### src/rtl/fir_stimgen_param_pkg.sv
// Shared types and constants for the FIR stimulus generator: the
// end-of-sequence mode, the sequencer state, and the default stimulus
// loaded into the table on reset.
package FIR_types;

  // End-of-sequence behaviour; code 3 is treated as HOLD
  typedef enum logic [1:0] {
    MODE_HOLD  = 2'd0,
    MODE_LOOP  = 2'd1,
    MODE_ZERO  = 2'd2,
    MODE_HOLD3 = 2'd3
  } mode_t;

  typedef enum logic [1:0] {
    ST_IDLE = 2'd0,
    ST_RUN  = 2'd1,
    ST_TAIL = 2'd2
  } state_t;

  // Default stimulus held at indices 0..3 after reset; other entries are zero
  localparam int DEFAULT_LEN = 4;
  localparam int DEFAULT_STIM [DEFAULT_LEN] = '{2, 3, -2, 8};

  // Reset value of table entry i
  function automatic int default_entry(input int i);
    if (i >= 0 && i < DEFAULT_LEN) return DEFAULT_STIM[i[1:0]];
    return 0;
  endfunction

endpackage

### src/rtl/fir_stimgen_table.sv
// Stimulus table: synchronous write port, combinational read port.
// Reset reloads the default stimulus and takes priority over a write.
module fir_stimgen_table #(
  parameter int DATA_W = 16,
  parameter int DEPTH  = 8,
  parameter int ADDR_W = $clog2(DEPTH)
) (
  input  logic                     clk,
  input  logic                     rst,
  input  logic                     wr_en,
  input  logic [ADDR_W-1:0]        wr_addr,
  input  logic signed [DATA_W-1:0] wr_data,
  input  logic [ADDR_W-1:0]        rd_addr,
  output logic signed [DATA_W-1:0] rd_data
);
  import FIR_types::*;

  localparam logic [ADDR_W:0] DEPTH_L = (ADDR_W+1)'(DEPTH);

  logic signed [DATA_W-1:0] mem [DEPTH];

  // Addresses past DEPTH exist when DEPTH is not a power of two
  logic wr_in_range;
  logic rd_in_range;

  assign wr_in_range = ({1'b0, wr_addr} < DEPTH_L);
  assign rd_in_range = ({1'b0, rd_addr} < DEPTH_L);

  // Table storage: reset load of the default stimulus, else write strobe
  always_ff @(posedge clk) begin
    if (rst) begin
      for (int i = 0; i < DEPTH; i++) begin
        mem[i] <= DATA_W'(default_entry(i));
      end
    end else if (wr_en && wr_in_range) begin
      mem[wr_addr] <= wr_data;
    end
  end

  // Combinational read so a write shows up on the very next cycle
  always_comb begin
    rd_data = '0;
    if (rd_in_range) rd_data = mem[rd_addr];
  end

endmodule

### src/rtl/fir_stimgen_param.sv
// FIR stimulus generator: plays a programmable table as a valid/ready
// sample stream, with HOLD / LOOP / ZERO behaviour after the last entry.
module fir_stimgen_param #(
  parameter int DATA_W = 16,
  parameter int DEPTH  = 8,
  parameter int ADDR_W = $clog2(DEPTH)
) (
  input  logic                     system1000,
  input  logic                     system1000_rst,
  input  logic                     start,
  input  logic                     stop,
  input  logic [1:0]               mode,
  input  logic [ADDR_W:0]          len,
  input  logic                     wr_en,
  input  logic [ADDR_W-1:0]        wr_addr,
  input  logic signed [DATA_W-1:0] wr_data,
  output logic                     out_valid,
  input  logic                     out_ready,
  output logic signed [DATA_W-1:0] out_data,
  output logic                     done
);
  import FIR_types::*;

  // Index arithmetic is one bit wider than the address so len_q=DEPTH fits
  localparam logic [ADDR_W:0] DEPTH_L = (ADDR_W+1)'(DEPTH);
  localparam logic [ADDR_W:0] ONE_L   = (ADDR_W+1)'(1);

  state_t          state;
  mode_t           mode_q;
  logic [ADDR_W:0] idx;
  logic [ADDR_W:0] len_q;

  logic [ADDR_W:0]          len_eff;
  logic [ADDR_W:0]          last_idx;
  logic [ADDR_W:0]          rd_sel;
  logic [ADDR_W-1:0]        rd_addr;
  logic signed [DATA_W-1:0] rd_data;
  logic                     accept;
  logic                     is_last;

  // A zero or oversized length plays the whole table
  assign len_eff  = (len == '0 || len > DEPTH_L) ? DEPTH_L : len;
  assign last_idx = len_q - ONE_L;
  assign is_last  = (idx == last_idx);
  assign accept   = out_valid && out_ready;

  // TAIL reads the last entry of the sequence; RUN reads the live index
  assign rd_sel  = (state == ST_TAIL) ? last_idx : idx;
  assign rd_addr = rd_sel[ADDR_W-1:0];

  fir_stimgen_table #(
    .DATA_W (DATA_W),
    .DEPTH  (DEPTH),
    .ADDR_W (ADDR_W)
  ) u_table (
    .clk     (system1000),
    .rst     (system1000_rst),
    .wr_en   (wr_en),
    .wr_addr (wr_addr),
    .wr_data (wr_data),
    .rd_addr (rd_addr),
    .rd_data (rd_data)
  );

  // Sequencer: reset beats stop, stop beats start, start beats the handshake
  always_ff @(posedge system1000) begin
    if (system1000_rst) begin
      state  <= ST_IDLE;
      idx    <= '0;
      mode_q <= MODE_HOLD;
      len_q  <= DEPTH_L;
    end else if (stop) begin
      state <= ST_IDLE;
      idx   <= '0;
    end else if (start) begin
      state  <= ST_RUN;
      idx    <= '0;
      mode_q <= mode_t'(mode);
      len_q  <= len_eff;
    end else begin
      case (state)
        ST_RUN: begin
          if (accept) begin
            if (is_last) begin
              idx <= '0;
              if (mode_q != MODE_LOOP) state <= ST_TAIL;
            end else begin
              idx <= idx + ONE_L;
            end
          end
        end
        ST_TAIL: begin
          state <= ST_TAIL;
        end
        default: begin
          state <= ST_IDLE;
        end
      endcase
    end
  end

  assign out_valid = (state != ST_IDLE);

  // Acceptance of the final entry is flagged in the same cycle
  assign done = (state == ST_RUN) && out_ready && is_last;

  // Sample mux: silent in IDLE, table in RUN, held or zero in TAIL
  always_comb begin
    out_data = '0;
    case (state)
      ST_RUN:  out_data = rd_data;
      ST_TAIL: out_data = (mode_q == MODE_ZERO) ? '0 : rd_data;
      default: out_data = '0;
    endcase
  end

endmodule

### config.mk
export PLATFORM = sky130hd
export DESIGN_NAME = fir_stimgen_param
export DESIGN_NICKNAME = d
export VERILOG_FILES = /design/src/rtl/fir_stimgen_param_pkg.sv /design/src/rtl/fir_stimgen_table.sv /design/src/rtl/fir_stimgen_param.sv
export SDC_FILE = /design/constraint.sdc
export NUM_CORES = 1
export LEC_CHECK = 0
export ABC_AREA = 1
export CAP_MARGIN = 10
export CELL_PAD_IN_SITES_DETAIL_PLACEMENT = 1
export CELL_PAD_IN_SITES_GLOBAL_PLACEMENT = 1
export CORE_UTILIZATION = 39
export DETAILED_ROUTE_END_ITERATION = 7
export HOLD_SLACK_MARGIN = 0.05
export PLACE_DENSITY_LB_ADDON = 0.3
export SETUP_SLACK_MARGIN = 0.2
export SLEW_MARGIN = 20
export SYNTH_ARGS = -nofsm -noshare
export SYNTH_HDL_FRONTEND = slang
export SYNTH_SLANG_ARGS = --single-unit
export TNS_END_PERCENT = 50
### constraint.sdc
create_clock -name system1000 -period 2.23 [get_ports system1000]
set_input_delay 0.446 -clock system1000 [delete_from_list [all_inputs] [get_ports system1000]]
set_output_delay 0.446 -clock system1000 [all_outputs]
set_load 0.05 [all_outputs]
# [Word level (Yosys, flattened, before mapping)]
# Memories as Yosys holds them, arrays and structs flattened.
# Index checks and enable logic that the tools add are counted.
[word_totals] mem_bits_rw=128 in_bits=31 mem_count=1 regBits=12 out_inout_bits=18
[memory_table] name="u_table.mem" words=8 word_bits=16 read_ports=1 rd_ports_with_merged_regs=0 wr=8 line="fir_stimgen_table.sv:20" rtl="logic signed [DATA_W-1:0] mem [DEPTH];"
[op_classes] mux=27 bitwise_logic=1 n_reduce_logical=13 n_eq_ne=11 add_sub_neg=2 magnitude_cmp=1
[ops] cell="two-way mux 16 bit" n=7
[ops] cell="one-hot mux 16 bit (2 select lines)" n=1
[ops] cell="OR reduction 16 bit" n=1
[ops] cell="two-way mux 4 bit" n=3
[ops] cell="two-way mux 2 bit" n=5
[ops] cell="!= test 3 bit (second input constant)" n=3
[ops] cell="two-way mux 1 bit" n=8
[ops] cell="two-way mux 3 bit" n=2
[ops] cell="!= test 2 bit (second input constant)" n=3
[ops] cell="AND reduction 3 bit" n=2
[ops] cell="adder 4 x 1 -> 4 bit (second input constant)" n=1
[ops] cell="== test 2 bit (second input constant)" n=2
[ops] cell="== test 4 bit" n=1
[ops] cell="greater-than comparator 4 bit (second input constant)" n=1
[ops] cell="logical NOT 4 bit" n=1
[ops] cell="one-hot mux 2 bit (2 select lines)" n=1
[ops] cell="AND reduction 2 bit" n=2
[ops] cell="subtractor 4 x 1 -> 4 bit (second input constant)" n=1
[ops] cell="logical AND 1 bit" n=3
[ops] cell="OR reduction 3 bit" n=1
[ops] cell="== test 2 x 1 -> 1 bit (second input constant)" n=1
[ops] cell="!= test 2 x 1 -> 1 bit (second input constant)" n=1
[ops] cell="nonzero test 2 bit" n=1
[ops] cell="OR reduction 2 bit" n=1
[ops] cell="other kinds (2)" n=2

# [Depth between registers and ports, before layout]
[logic_depth] word_depth=6 ltp_mapped=12

# [Hierarchy]
# Synthesis repeated with hierarchy kept, for this count alone.
[hier_totals] hier_cells=886 hier_area_um2=7186.9
[by_module_without_submodules] module="fir_stimgen_table" seq_area_each_um2=3843.7 area_per_inst_um2=6284.8 n_inst=1 cells_per_inst=736
[by_module_without_submodules] module="fir_stimgen_param" seq_area_each_um2=240.2 area_per_inst_um2=902.1 n_inst=1 cells_per_inst=150

# [Worst setup path after synthesis]
# Ideal clock, no wire load.
[synth_path] path_type="flip-flop to output port" startpoint="register len_q[0]" endpoint="output done" n_path_buf=0 arrival_ns=2.243 path_stages_with_launch=10 required_time_ns=1.784 setup_slack_ns=-0.459 cell_sequence="dfxtp_1 > inv_1 > ha_1 > nand2_1 > inv_1 > nor2_1 > nand2_1 > nor2_1 > nand2_1 > nor3_1"
[synth_via] elab_chain_cells=3
[synth_rtl] element="start: declaration" line="fir_stimgen_param.sv:31" rtl="logic [ADDR_W:0] len_q;"
[synth_rtl] element="start signal: assignment" line="fir_stimgen_param.sv:79" rtl="len_q <= len_eff;"
[synth_rtl] element="subtractor 4 x 1 -> 4 bit" line="fir_stimgen_param.sv:43" rtl="assign last_idx = len_q - ONE_L;"
[synth_rtl] element="== test 4 bit" line="fir_stimgen_param.sv:44" rtl="assign is_last = (idx == last_idx);"
[synth_rtl] element="logical AND 1 bit" line="fir_stimgen_param.sv:105" rtl="assign done = (state == ST_RUN) && out_ready && is_last;"
[synth_rtl] element="end: declaration" line="fir_stimgen_param.sv:20" rtl="output logic done"
# Every way passes these cells.

# [Worst setup path after layout]
[layout_path] startpoint="register state[0]" endpoint="output out_data[0]"
[layout_via] elab_chain_cells=5 elab_cells_between_ends=6 classes_between="eq/ne: 2; mux: 3; memory: 1"
[layout_rtl] element="start: declaration" line="fir_stimgen_param.sv:28" rtl="state_t state;"
[layout_rtl] element="start signal: assignment" line="fir_stimgen_param.sv:68" rtl="state <= ST_IDLE;"
[layout_rtl] element="start signal: assignment" line="fir_stimgen_param.sv:73" rtl="state <= ST_IDLE;"
[layout_rtl] element="start signal: assignment" line="fir_stimgen_param.sv:76" rtl="state <= ST_RUN;"
[layout_rtl] element="== test 2 bit" line="fir_stimgen_param.sv:48, fir_stimgen_param.sv:110"
[layout_rtl] element="two-way mux 3 bit" line="fir_stimgen_param.sv:48" rtl="assign rd_sel = (state == ST_TAIL) ? last_idx : idx;"
[layout_rtl] element="memory read (8 x 16 bit)"
[layout_rtl] element="two-way mux 16 bit" line="fir_stimgen_param.sv:112" rtl="ST_TAIL: out_data = (mode_q == MODE_ZERO) ? '0 : rd_data;"
[layout_rtl] element="one-hot mux 16 bit (2 select lines) (*)" line="fir_stimgen_param.sv:110" rtl="case (state)"
[layout_rtl] element="end: declaration" line="fir_stimgen_param.sv:19" rtl="output logic signed [DATA_W-1:0] out_data,"
# Every way passes the cells marked *; elsewhere a longest branch is shown, timed or not.

==> key figures <==
Layout
  • Layout cells sized above 1: about a quarter
  • Layout area overhead: 34.5%
  • Final nets: 860
  • Most frequent cells in the layout: nor2_1, edfxtp_1, nand2_1
  • Antenna diode count: 0
  • Most common cell after layout, fill and taps aside: nor2_1

Synthesis
  • Synth cell types: 28
  • Register bit total from synthesis: 140
  • Post-Synthesis Cell Area: 6770 µm²
  • Ys flop type: edfxtp_1
  • Async S/R FF share, synth: 0%
  • Syn_nets: between 700 and 800
  • Syn avg cell area: 9.25 µm²
  • Cell taking the most area after synthesis: edfxtp_1
  • Sequential element share of the synthesized area: ~60%
  • EDFF count, synth: 128
  • Top post-synthesis cells by area: edfxtp_1, nor2_1, nand2_1
  • Post-Syn Instances: about 730
  • Area share of the largest cell type after synthesis: 56.8%
  • Synth Warn #: 0

STA
  • RSZ-0062 raised after global routing: yes
  • Final Max Tran Viols: 0
  • Setup violators final: 17
  • Worst-Margin Slew: just under 400 ps
  • Setup ws final: -495 ps
  • Final Hold Viols: 0
  • Crit share post-route: 122%
  • Setup_tns: -7420 ps
  • Fin Clk Skew: 3.32 ps
  • Max Freq: 367 MHz
  • Minimum clock period: 2730 ps
  • Relative slew slack: 73.7%

Detailed routing
  • Post-DRT Antenna Nets: 0
  • DR vias: 5,548
  • WL/cell: 19.7 µm
  • Final wirelength: 20,800 µm
  • Initial DRT Pass Iterations: 5
  • DRT iter0 DRCs: 295
  • Avg Vias per Cell: 5.25
  • DR DRC count: 0

CTS
  • TritonCTS Sinks: 140
  • Buffer depth of the longest clock path: 2
  • Clk Latency, worst-skew pair: about 420 ps
  • Root Buffer: clkbuf_16
  • CTS H-Tree Depth: 4
  • Num CTS Buffers: 17
  • Worst-path clk slew: ~60 ps
  • TritonCTS clock tree: yes

Hold path
  • Hold Crit Class: flop to flop

Global route
  • GRT overflow: 0
  • GRT Util Overall: 25.0%
  • Vias in the first global route: 6,064
  • Largest net degree at the start of global routing: 49
  • First-pass GRT wire length: between 30,000 and 40,000 µm
  • Initial antenna violation count: 0

Floorplan
  • Die height: 134 µm
  • Die width: roughly 130 µm
  • Die area: 17,900 µm²
  • Num rows: 47
  • I/O pin total: 49
  • Core area: about 17,000 µm²
  • Initial core utilization: 40.4%

Power and ir drop
  • Combinational power share: 9.1%
  • Sw Pwr: 1500 µW
  • Clock network power share: 43.6%
  • Switching share of power: 23.1%
  • Max IR drop VDD: 0.000549 V
  • Cell internal pwr: 4990 µW
  • Power per cell area: 712 nW/µm²
  • Pwr Total: approximately 6500 µW
  • Seq pwr share: between 40% and 50%
  • Lkg Pwr: 0.00364 µW

Critical path
  • Worst Path Required: 1780 ps
  • Critical Path AT: 2280 ps
  • CP Max Fanout: 48
  • Startpoint types: flop
  • Critical path type: flop to output pin
  • Crit path capture type: output pin

Outcome
  • Failing checks: setup timing
  • Status: finished with violations

Placement
  • Hpwl dp: 13,600 µm
  • Final GP Congestion: 0.846
  • Port Buffer Count: 48

Flow run
  • Max-cap violation count: 0
## worst max-delay path: stages (launching register included)
cell and delay (ps):
dfxtp_2 330, inv_2 50, ha_4 160, nand2_1 100, o21ai_4 100, buf_12 190, or2_2 310, o211ai_1 130
nand3_1 130, nand2_2 120, nor2_4 50, buf_8 150
## state kept, by name (all words and copies together), names as in the netlist
signal       cells
idx              4
len_q            4
mode_q           2
state            2
u_table.mem    128
## layer usage
layer	track usage, %	part of all wire, %	vias to the layer above
li1	-	-	2582
met4	11.2	2.9	0
met2	44.4	52	166
met3	4.87	5.5	38
met1	29.2	40	2762
met5	0	0	-
## final cells by class
type | count | area, µm²
Clock buffer | 18 | 429
Clock inverter | 14 | 153
Fill cell | 1828 | 7650
Inverter | 103 | 402
Multi-Input combinational cell | 458 | 2510
Sequential cell | 140 | 4090
Tap cell | 220 | 275
Timing Repair Buffer | 104 | 1250
## repair_timing
| action | 4_1_cts | 5_1_grt |
|---|---|---|
| hold endpoints to repair | 0 | 0 |
| gates resized for setup | 73 | 15 |
| endpoints found under the setup margin | 17 | 18 |
| hold buffers | 0 | 0 |
| pin swaps | 14 | 4 |
| cloned | 3 | 0 |
| setup buffers | 7 | 0 |
## power by group through the flow
stage | logic (µW) | clock network, µW | registers (µW)
after floorplan | 294 | 0 | 3100
after global routing | 637 | 2940 | 3080
final | 589 | 2830 | 3070
after detailed placement | 544 | 0 | 3120
after CTS | 585 | 2840 | 3070
after global placement | 521 | 0 | 3110
## stage by stage
stage	utilization [%]	instance area, µm²	setup slack, ps	hold WS, ps	cells
final	54.3	9110	-495	527	1057
after global routing	54.3	9110	-605	552	1057
after CTS	54.0	9060	-498	531	1057
after detailed placement	48.1	8070	-147	522	1015
after global placement	48.1	8070	-114	486	1015
after floorplan	-	6990	187	450	732
## cell usage after synthesis (3+ instances only)
| cell | n |
|---|---|
| inv_2 | 6 |
| ha_1 | 5 |
| or2_1 | 5 |
| nand3_1 | 41 |
| a31oi_1 | 16 |
| nand2_1 | 126 |
| o211ai_1 | 17 |
| buf_2 | 16 |
| inv_1 | 96 |
| o21ai_0 | 21 |
| nand4_1 | 3 |
| dfxtp_1 | 12 |
| clkbuf_1 | 11 |
| nor2_1 | 147 |
| or2_2 | 42 |
| a211oi_1 | 3 |
| a21oi_1 | 24 |
| edfxtp_1 | 128 |
## logic make-up (layout without fill, tap and decap cells)
logic type	Yosys count	in the layout	synth area share [%]
simple gates	367	367	23.0
flops	140	140	60.3
buf+inv	134	239	7.97
compound gates	86	86	7.74
fa+ha+maj	5	5	0.924
## worst paths after layout
| path | start | end | slack [ps] | depth (start not counted) |
|---|---|---|---|---|
| setup reg to reg | state[0]$_SDFFE_PP0P_ | idx[3]$_SDFFE_PP0P_ | 410 | 11 |
| hold / removal | mode_q[0]$_SDFFE_PP0P_ | mode_q[0]$_SDFFE_PP0P_ | 530 | 2 |
| hold reg to reg | mode_q[0]$_SDFFE_PP0P_ | mode_q[0]$_SDFFE_PP0P_ | 530 | 2 |
| setup / recovery | state[0]$_SDFFE_PP0P_ | out_data[0] | -500 | 11 |
Note: power is estimated with default switching activity, not from simulation.
